### config.mk
export PLATFORM = sky130hd
export DESIGN_NAME = uart_rx_edge_sampler
export DESIGN_NICKNAME = d
export VERILOG_FILES = /design/src/rtl/uart_rx_pkg.sv /design/src/rtl/uart_rx_majority3.sv /design/src/rtl/uart_rx_edge_sampler.sv
export SDC_FILE = /design/constraint.sdc
export NUM_CORES = 1
export LEC_CHECK = 0
export ABC_CLOCK_PERIOD_IN_PS = 2900
export CAP_MARGIN = 20
export CORE_MARGIN = 3
export CORE_UTILIZATION = 50
export CTS_CLUSTER_DIAMETER = 100
export DETAILED_ROUTE_END_ITERATION = 7
export PLACE_DENSITY = 0.76
export RECOVER_POWER = 50
export REMOVE_ABC_BUFFERS = 1
export SETUP_SLACK_MARGIN = 0.4
export SKIP_LAST_GASP = 1
export SLEW_MARGIN = 20
export SYNTH_ARGS = -nofsm -noshare
export SYNTH_HDL_FRONTEND = slang
export SYNTH_SLANG_ARGS = --single-unit
### constraint.sdc
create_clock -name clk -period 2.9 [get_ports clk]
set_clock_uncertainty 0.15 [all_clocks]
set_input_delay 0.58 -clock clk [delete_from_list [all_inputs] [get_ports clk]]
set_output_delay 0.58 -clock clk [all_outputs]
set_load 0.05 [all_outputs]
### src/rtl/uart_rx_pkg.sv
// Shared constants and helpers for the UART receive edge sampler.
package uart_rx_pkg;

    localparam int PRESCALE_W_DEF = 6;
    localparam int BIT_CNT_W_DEF  = 4;
    localparam int PRESCALE_MIN   = 8;
    localparam int BIT_CNT_MAX    = 15;

    // Clamp tiny ratios up to the minimum and round odd ratios down to even.
    function automatic logic [31:0] calc_eff_prescale(input logic [31:0] raw);
        logic [31:0] eff;
        if (raw < 32'(PRESCALE_MIN)) begin
            eff = 32'(PRESCALE_MIN);
        end else begin
            eff = raw & ~32'd1;
        end
        return eff;
    endfunction

endpackage

### src/rtl/uart_rx_majority3.sv
// Combinational 2-of-3 vote over the three mid-bit samples.
module uart_rx_majority3 (
    input  logic [2:0] votes,
    output logic       majority
);

    assign majority = (votes[0] & votes[1]) | (votes[0] & votes[2]) | (votes[1] & votes[2]);

endmodule

### src/rtl/uart_rx_edge_sampler.sv
// UART RX timing front end: oversample/bit counters and majority-voted mid-bit sampling.
// Optional 2-flop input synchronizer on rx_in when UART_RX_SYNC_EN is defined.
module uart_rx_edge_sampler
    import uart_rx_pkg::*;
#(
    parameter int PRESCALE_W = PRESCALE_W_DEF,
    parameter int BIT_CNT_W  = BIT_CNT_W_DEF
) (
    input  logic                  clk,
    input  logic                  rst,
    input  logic                  enable,
    input  logic                  dat_samp_en,
    input  logic                  rx_in,
    input  logic [PRESCALE_W-1:0] prescale,
    output logic [PRESCALE_W-1:0] edge_count,
    output logic [BIT_CNT_W-1:0]  bit_count,
    output logic                  sampled_bit,
    output logic                  sample_valid
);

    logic [PRESCALE_W-1:0] edge_count_q, edge_count_d;
    logic [PRESCALE_W-1:0] eff_prescale_q, eff_prescale_d;
    logic [PRESCALE_W-1:0] mid;
    logic [BIT_CNT_W-1:0]  bit_count_q, bit_count_d;
    logic [2:0]            sample_q, sample_d;
    logic                  sampled_bit_q, sampled_bit_d;
    logic                  sample_valid_q, sample_valid_d;
    logic                  rx_src;
    logic                  maj_bit;

`ifdef UART_RX_SYNC_EN
    logic [1:0] rx_sync_q, rx_sync_d;

    assign rx_sync_d = {rx_sync_q[0], rx_in};
    assign rx_src    = rx_sync_q[1];

    always_ff @(posedge clk) begin
        if (rst) begin
            rx_sync_q <= 2'b11;
        end else begin
            rx_sync_q <= rx_sync_d;
        end
    end
`else
    assign rx_src = rx_in;
`endif

    uart_rx_majority3 u_majority (
        .votes    (sample_q),
        .majority (maj_bit)
    );

    always_comb begin
        mid            = eff_prescale_q >> 1;
        eff_prescale_d = eff_prescale_q;
        edge_count_d   = '0;
        bit_count_d    = '0;
        sample_d       = sample_q;
        sampled_bit_d  = sampled_bit_q;
        sample_valid_d = 1'b0;

        if (!enable) begin
            // Ratio only tracks the input while idle, so a frame keeps one bit period.
            eff_prescale_d = PRESCALE_W'(calc_eff_prescale(32'(prescale)));
        end else begin
            if (edge_count_q == eff_prescale_q - PRESCALE_W'(1)) begin
                edge_count_d = '0;
                if (bit_count_q == BIT_CNT_W'(BIT_CNT_MAX)) begin
                    bit_count_d = bit_count_q;
                end else begin
                    bit_count_d = bit_count_q + BIT_CNT_W'(1);
                end
            end else begin
                edge_count_d = edge_count_q + PRESCALE_W'(1);
                bit_count_d  = bit_count_q;
            end

            if (dat_samp_en) begin
                if ((edge_count_q == mid - PRESCALE_W'(1)) ||
                    (edge_count_q == mid) ||
                    (edge_count_q == mid + PRESCALE_W'(1))) begin
                    sample_d = {sample_q[1:0], rx_src};
                end
                if (edge_count_q == mid + PRESCALE_W'(2)) begin
                    sampled_bit_d  = maj_bit;
                    sample_valid_d = 1'b1;
                end
            end
        end
    end

    always_ff @(posedge clk) begin
        if (rst) begin
            edge_count_q   <= '0;
            bit_count_q    <= '0;
            eff_prescale_q <= PRESCALE_W'(PRESCALE_MIN);
            sample_q       <= 3'b111;
            sampled_bit_q  <= 1'b1;
            sample_valid_q <= 1'b0;
        end else begin
            edge_count_q   <= edge_count_d;
            bit_count_q    <= bit_count_d;
            eff_prescale_q <= eff_prescale_d;
            sample_q       <= sample_d;
            sampled_bit_q  <= sampled_bit_d;
            sample_valid_q <= sample_valid_d;
        end
    end

    assign edge_count   = edge_count_q;
    assign bit_count    = bit_count_q;
    assign sampled_bit  = sampled_bit_q;
    assign sample_valid = sample_valid_q;

endmodule

==> results.ini, run 1 <==
[power]
power_frac_seq_pct=56.8
power_frac_comb_pct=18.7
p_leak_nw=0.621
switching_share_pct=27.6
ir_drop_v=0.000294
p_per_area_nw_per_um2=327
power_mw=0.516
clkPwrFrac_pct=24.5
p_switching_mw=0.142
p_int_mw=0.374

[global_route]
grt-ovfl-total=0
met3_usage_pct=2.23
grt_pass1_vias=1131
antenna_found_initial=0
grt_busiest_layer=met2
grt.met1_usage_pct=25.7
grt_usage_pct=19.4
grt_pass1_wl_um=5130
met2_usage_pct=32.1
grt_max_degree=16

[worst_setup_path]
required_ns=2.17
crit_chain=clkdlybuf4s50_1
path_max_fanout=6
crit_arrival_ns=1.69
crit_path_start_kind=flop
path_class=flop to output pin
critPathMaxStageDelay_ns=0.87
critPathTopFamily=buffers and inverters
path_buf_inv=1
crit_slowest_cell=clkdlybuf4s50_1
cp-end-kind=output pin

[yosys]
synth.avg_cell_area_sq_um=8.04
yosysSeqAreaShare_pct=29.8
ys_types=38
syn_inst=167
synth-main-ff-cell=dfxtp_1
synth-seq-cells=20
synth-edff-count=0
ys_async_sr_fraction_pct=0
ys_warn_count=0
syn_area_sq_um=1340

[detailed_routing]
ant_nets=0
drtPass1Iterations=4
drt-total-wl_um=3050
drtIter0Drc=50
remaining_drc_errors=0
avgViaCountPerCell=5.67
vias=1214
wire_per_inst_um=14.2

[clock_network]
clockRootBuffer=clkbuf_4
clkTransAtPathRegs_ns=0.11
cts_tree=built
cts_made_buffers=3
post_cts_buffers=0
cts.sinks=20
clockBufferDepth=2
clk_latency_ns=0.29
cts_max_level=1

[sta]
max_clock_freq_mhz=413
period_share_pct=83.4
maxSlewHeadroom_pct=65.4
rsz0062_at_grt=no
timing.final.hold_violations=0
setup_viol=0
setup_slack_ns=0.482
slew_violations=0
worst_pin_slew_ns=0.517
post-route-min-period_ns=2.42
fin_setup_tns_ns=0

[cells_and_area]
drive_above_1_share_pct=5.98
area_delta_synth_final_pct=17.5
nNetsFinal=203
diodes=0

[floorplanning]
coreArea_sq_um=2520
die_area_sq_um=3340
die_h_um=57.8
start_util_pct=53.2
rows=18
io_pins=23
die_w_um=57.8

[place]
port-buffer-count=21
hpwl_um=2300
pre_cts_ws_ns=0.464
gp_congestion=0.899

[run]
drv_cap=0

[outcome]
outcome=completed

[hold_path]
hp-class=flop to flop

[final cells by class]
type / count / area, sq um
inverters: 6 / 22.5
well taps: 30 / 37.5
multi-input cells: 130 / 860
flip-flops and latches: 20 / 400
clock buffers: 3 / 22.5
fillers: 227 / 945
repair buffers: 25 / 235
[layout by cell type (no fill, tap or decap), types with 3 or more instances in the layout]
master / synthesis / layout
dlygate4sd3_1: 0 / 4
xor2_1: 11 / 11
nor2b_1: 4 / 4
nand2_1: 9 / 9
xnor2_1: 10 / 10
buf_4: 3 / 3
clkdlybuf4s50_1: 0 / 16
inv_1: 6 / 6
nor2_1: 21 / 21
nand2b_1: 4 / 4
nand3_1: 14 / 14
mux2i_1: 5 / 5
dfxtp_1: 20 / 20
clkbuf_4: 0 / 3
ha_1: 6 / 6
nor3_1: 4 / 4
a21oi_1: 10 / 10
o21ai_0: 4 / 5
[repair_timing]
action | 4_1_cts | 5_1_grt
endpoints found under the setup margin | 1 | 0
gates resized for setup | 1 | 0
hold buffers | 0 | 0
[routing by layer]
| layer | part of all wire (%) | vias to the layer above | wire length (um) |
|---|---|---|---|
| met2 | 47 | 26 | 1440 |
| met4 | 0.82 | 0 | 25 |
| met5 | 0 | - | 0 |
| li1 | - | 618 | - |
| met3 | 3.2 | 2 | 99 |
| met1 | 48 | 568 | 1480 |
[through the flow]
| step | utilization (%) | area [sq um] | hold WS [ns] | cells |
|---|---|---|---|---|
| 2_1_floorplan | - | 1280 | 0.340 | 156 |
| 3_3_place_gp | 61.9 | 1560 | 0.296 | 211 |
| 3_5_place_dp | 61.9 | 1560 | 0.318 | 211 |
| 4_1_cts | 62.7 | 1580 | 0.347 | 214 |
| 5_1_grt | 62.5 | 1580 | 0.351 | 214 |
| 6_report | 62.5 | 1580 | 0.336 | 214 |
[power by group through the flow]
stage / combinational (mW) / clock, mW / sequential (mW)
6_report: 0.0965 / 0.126 / 0.293
5_1_grt: 0.106 / 0.140 / 0.295
4_1_cts: 0.0969 / 0.129 / 0.293
3_5_place_dp: 0.0962 / 0 / 0.299
3_3_place_gp: 0.0924 / 0 / 0.299
2_1_floorplan: 0.0559 / 0 / 0.302
[registers in the layout, summed over array words and instances (netlist names)]
register and count:
bit_count 4, edge_count 6, eff_prescale_q 5, sample_q 3
sample_valid 1, sampled_bit 1
[Yosys cell counts, types with 3 or more instances]
cell / instances / area (sq um)
a21oi_1: 10 / 50.1
buf_2: 6 / 30.0
buf_4: 3 / 22.5
dfxtp_1: 20 / 400
ha_1: 6 / 75.1
inv_1: 6 / 22.5
mux2i_1: 5 / 50.1
nand2_1: 9 / 33.8
nand2b_1: 4 / 25.0
nand3_1: 14 / 70.1
nor2_1: 21 / 78.8
nor2b_1: 4 / 25.0
nor3_1: 4 / 20.0
o21ai_0: 4 / 20.0
xnor2_1: 10 / 87.6
xor2_1: 11 / 96.3
[final timing paths]
| check | start | end | slack [ns] | cells after the start |
|---|---|---|---|---|
| min reg2reg | sampled_bit$_SDFFE_PP1P_ | sampled_bit$_SDFFE_PP1P_ | 0.34 | 1 |
| min | sampled_bit$_SDFFE_PP1P_ | sampled_bit$_SDFFE_PP1P_ | 0.34 | 1 |
| max reg2reg | eff_prescale_q[2]$_SDFFE_PP0N_ | sample_q[2]$_SDFFE_PP1P_ | 0.51 | 8 |
| max | edge_count[4]$_SDFF_PP0_ | edge_count[4] | 0.48 | 1 |
[kinds of logic after synthesis]
group	Yosys count	synth area share (%)
and+or+nand+nor	67	24.6
AOI/OAI and AO/OA	30	15.2
xor gates and xnor gates	22	14.9
DFF	20	29.8
buffers and inverters	17	6.15
adders and majority gates	6	5.59
muxes	5	3.73
Power figures use the tool's default switching activity.
==> run 2, diff against run 1 <==
ABC_CLOCK_PERIOD_IN_PS = 2300   (was 2900)
clock period = 2.3 ns   (was 2.9 ns; I/O delays follow)
==> run 2 against run 1 <==
Global-route usage is 3.8 points higher. Routed wire length grew 19%. Register-to-register slack lost 0.24 ns.
==> results.ini, run 2 (synthesis results as in run 1) <==
[outcome]
outcome=completed

[detailed_routing]
avgViaCountPerCell=5.92  ; +4.4%
drtPass1Iterations=4  ; unchanged
ant_nets=0  ; unchanged
drt-total-wl_um=3640  ; +19%
wire_per_inst_um=16.5  ; +16%
drtIter0Drc=89  ; +78%
vias=1303  ; +7.3%
remaining_drc_errors=0  ; unchanged

[global_route]
grt_pass1_vias=1272  ; +12%
grt_pass1_wl_um=5980  ; +16%
grt-ovfl-total=0  ; unchanged
antenna_found_initial=0  ; unchanged
grt_usage_pct=23.3  ; +3.8 points
grt_max_degree=15  ; -1

[clock_network]
cts_made_buffers=3  ; unchanged
clockRootBuffer=clkbuf_4
cts.sinks=20  ; unchanged
cts_tree=built
cts_max_level=1  ; unchanged
clk_latency_ns=0.30  ; about the same
clkTransAtPathRegs_ns=0.11  ; about the same
cts_hold_buf=0  ; unchanged
clockBufferDepth=2  ; unchanged

[cells_and_area]
diodes=0  ; unchanged
final_cell_mix=nor2_1 (20), dfxtp_1 (14), nand3_1 (13)
layout_commonest_cell=nor2_1
drive_above_1_share_pct=25.3  ; +19 points
nNetsFinal=209  ; +3.0%
area_delta_synth_final_pct=28.9
largest_reg_flops=6  ; unchanged

[hold_path]
hp-class=flop to flop
hp-start=sampled_bit$_SDFFE_PP1P_

[worst_setup_path]
cp-end-kind=flop
crit_path_start_kind=flop
required_ns=2.33  ; +0.16 ns
crit_arrival_ns=2.06  ; +0.37 ns
crit_path_start=edge_count[4]$_SDFF_PP0_
path_max_fanout=6  ; unchanged
reg2reg_from=edge_count[4]$_SDFF_PP0_
path_class=flop to flop

[sta]
slew_violations=0  ; unchanged
setup_slack_ns=0.267  ; -0.215 ns
post-route-min-period_ns=2.03
worst_pin_slew_ns=0.601  ; +0.0846 ns
setup_viol=0  ; unchanged
period_share_pct=88.4
fin_setup_tns_ns=0  ; unchanged
rsz0062_at_grt=yes
maxSlewHeadroom_pct=60.1  ; -5.4 points
max_clock_freq_mhz=492
timing.final.hold_violations=0  ; unchanged

[floorplanning]
rows=18  ; unchanged
coreArea_sq_um=2520  ; unchanged
die_area_sq_um=3340  ; unchanged
die_w_um=57.8  ; unchanged
start_util_pct=53.2  ; unchanged
die_h_um=57.8  ; unchanged
io_pins=23  ; unchanged

[run]
drv_cap=0  ; unchanged

[power]
ir_drop_v=0.000402  ; +37%
p_per_area_nw_per_um2=397  ; +21%
power_mw=0.688  ; +33%
p_leak_nw=0.676  ; +8.9%

[place]
gp_congestion=0.863  ; -4.1%
pre_cts_ws_ns=0.103  ; -0.362 ns
port-buffer-count=21  ; unchanged
hpwl_um=2320  ; +0.88%

-- run 2: changes by cell type in the layout (fill, tap and decap cells not counted), sizes merged --
cell           change
buf               +10
dlygate4sd2        +3
dlygate4sd3        -4
clkdlybuf4s50      -7
clkbuf             +4
-- run 2: final cells by class --
| class | count | area, sq um |
|---|---|---|
| multi-input combinational | 130 | 990 |
| fill | 213 | 792 |
| sequential | 20 | 413 |
| timing repair buffer | 31 | 245 |
| tap | 30 | 37.5 |
| clock buffer | 3 | 22.5 |
| inverter | 6 | 22.5 |
-- run 2: worst paths after layout --
kind                              end  slack, ns  cells after the start
max          sample_q[0]$_SDFFE_PP1P_       0.27                      6
max reg2reg  sample_q[0]$_SDFFE_PP1P_       0.27                      6
min          sampled_bit$_SDFFE_PP1P_       0.32                      1
min reg2reg  sampled_bit$_SDFFE_PP1P_       0.32                      1
-- run 2: through the flow --
step | hold slack [ns] | instances | util [%] | cell area [sq um]
2_1_floorplan | 0.340 | 156 | - | 1280
3_3_place_gp | 0.297 | 214 | 62.4 | 1570
3_5_place_dp | 0.299 | 214 | 62.4 | 1570
4_1_cts | 0.317 | 220 | 67.5 | 1700
5_1_grt | 0.362 | 220 | 68.6 | 1730
6_report | 0.319 | 220 | 68.6 | 1730
-- run 2: metal layers --
layer  vias up  part of all wire, %  track usage [%]  wire length [um]
li1        624                    -                -                 -
met1       617                   42             29.1              1540
met2        48                   51             37.6              1850
met3        14                  3.7             4.01               136
met4         0                  2.9             13.2               106
met5         -                    0                0                 0
-- run 2: where the power goes --
group	switching [mW]	leakage [nW]	internal [mW]	total, mW
Combinational	0.0817	0.498	0.0735	0.155
Sequential	0.0169	0.165	0.353	0.370
Clock	0.101	0.0138	0.0611	0.162
Total	0.200	0.676	0.488	0.688
-- run 2: critical path: stages (launching register included) --
cell and delay (ns):
dfxtp_1 0.56, xnor2_2 0.18, nand3_1 0.16, a2111oi_2 0.40
o221a_2 0.27, nor3_4 0.06, mux2i_1 0.13
-- run 2: timing repair --
action,4_1_cts,5_1_grt
resized for setup,35,17
setup buffers,3,0
endpoints found under the setup margin,17,12
pin swaps,6,3
==> run 3, diff against run 2 <==
CTS_CLUSTER_DIAMETER = not set   (was 100)
==> results of run 3 <==
Same layout as run 2: the final DEF is identical, and so are final timing and power.
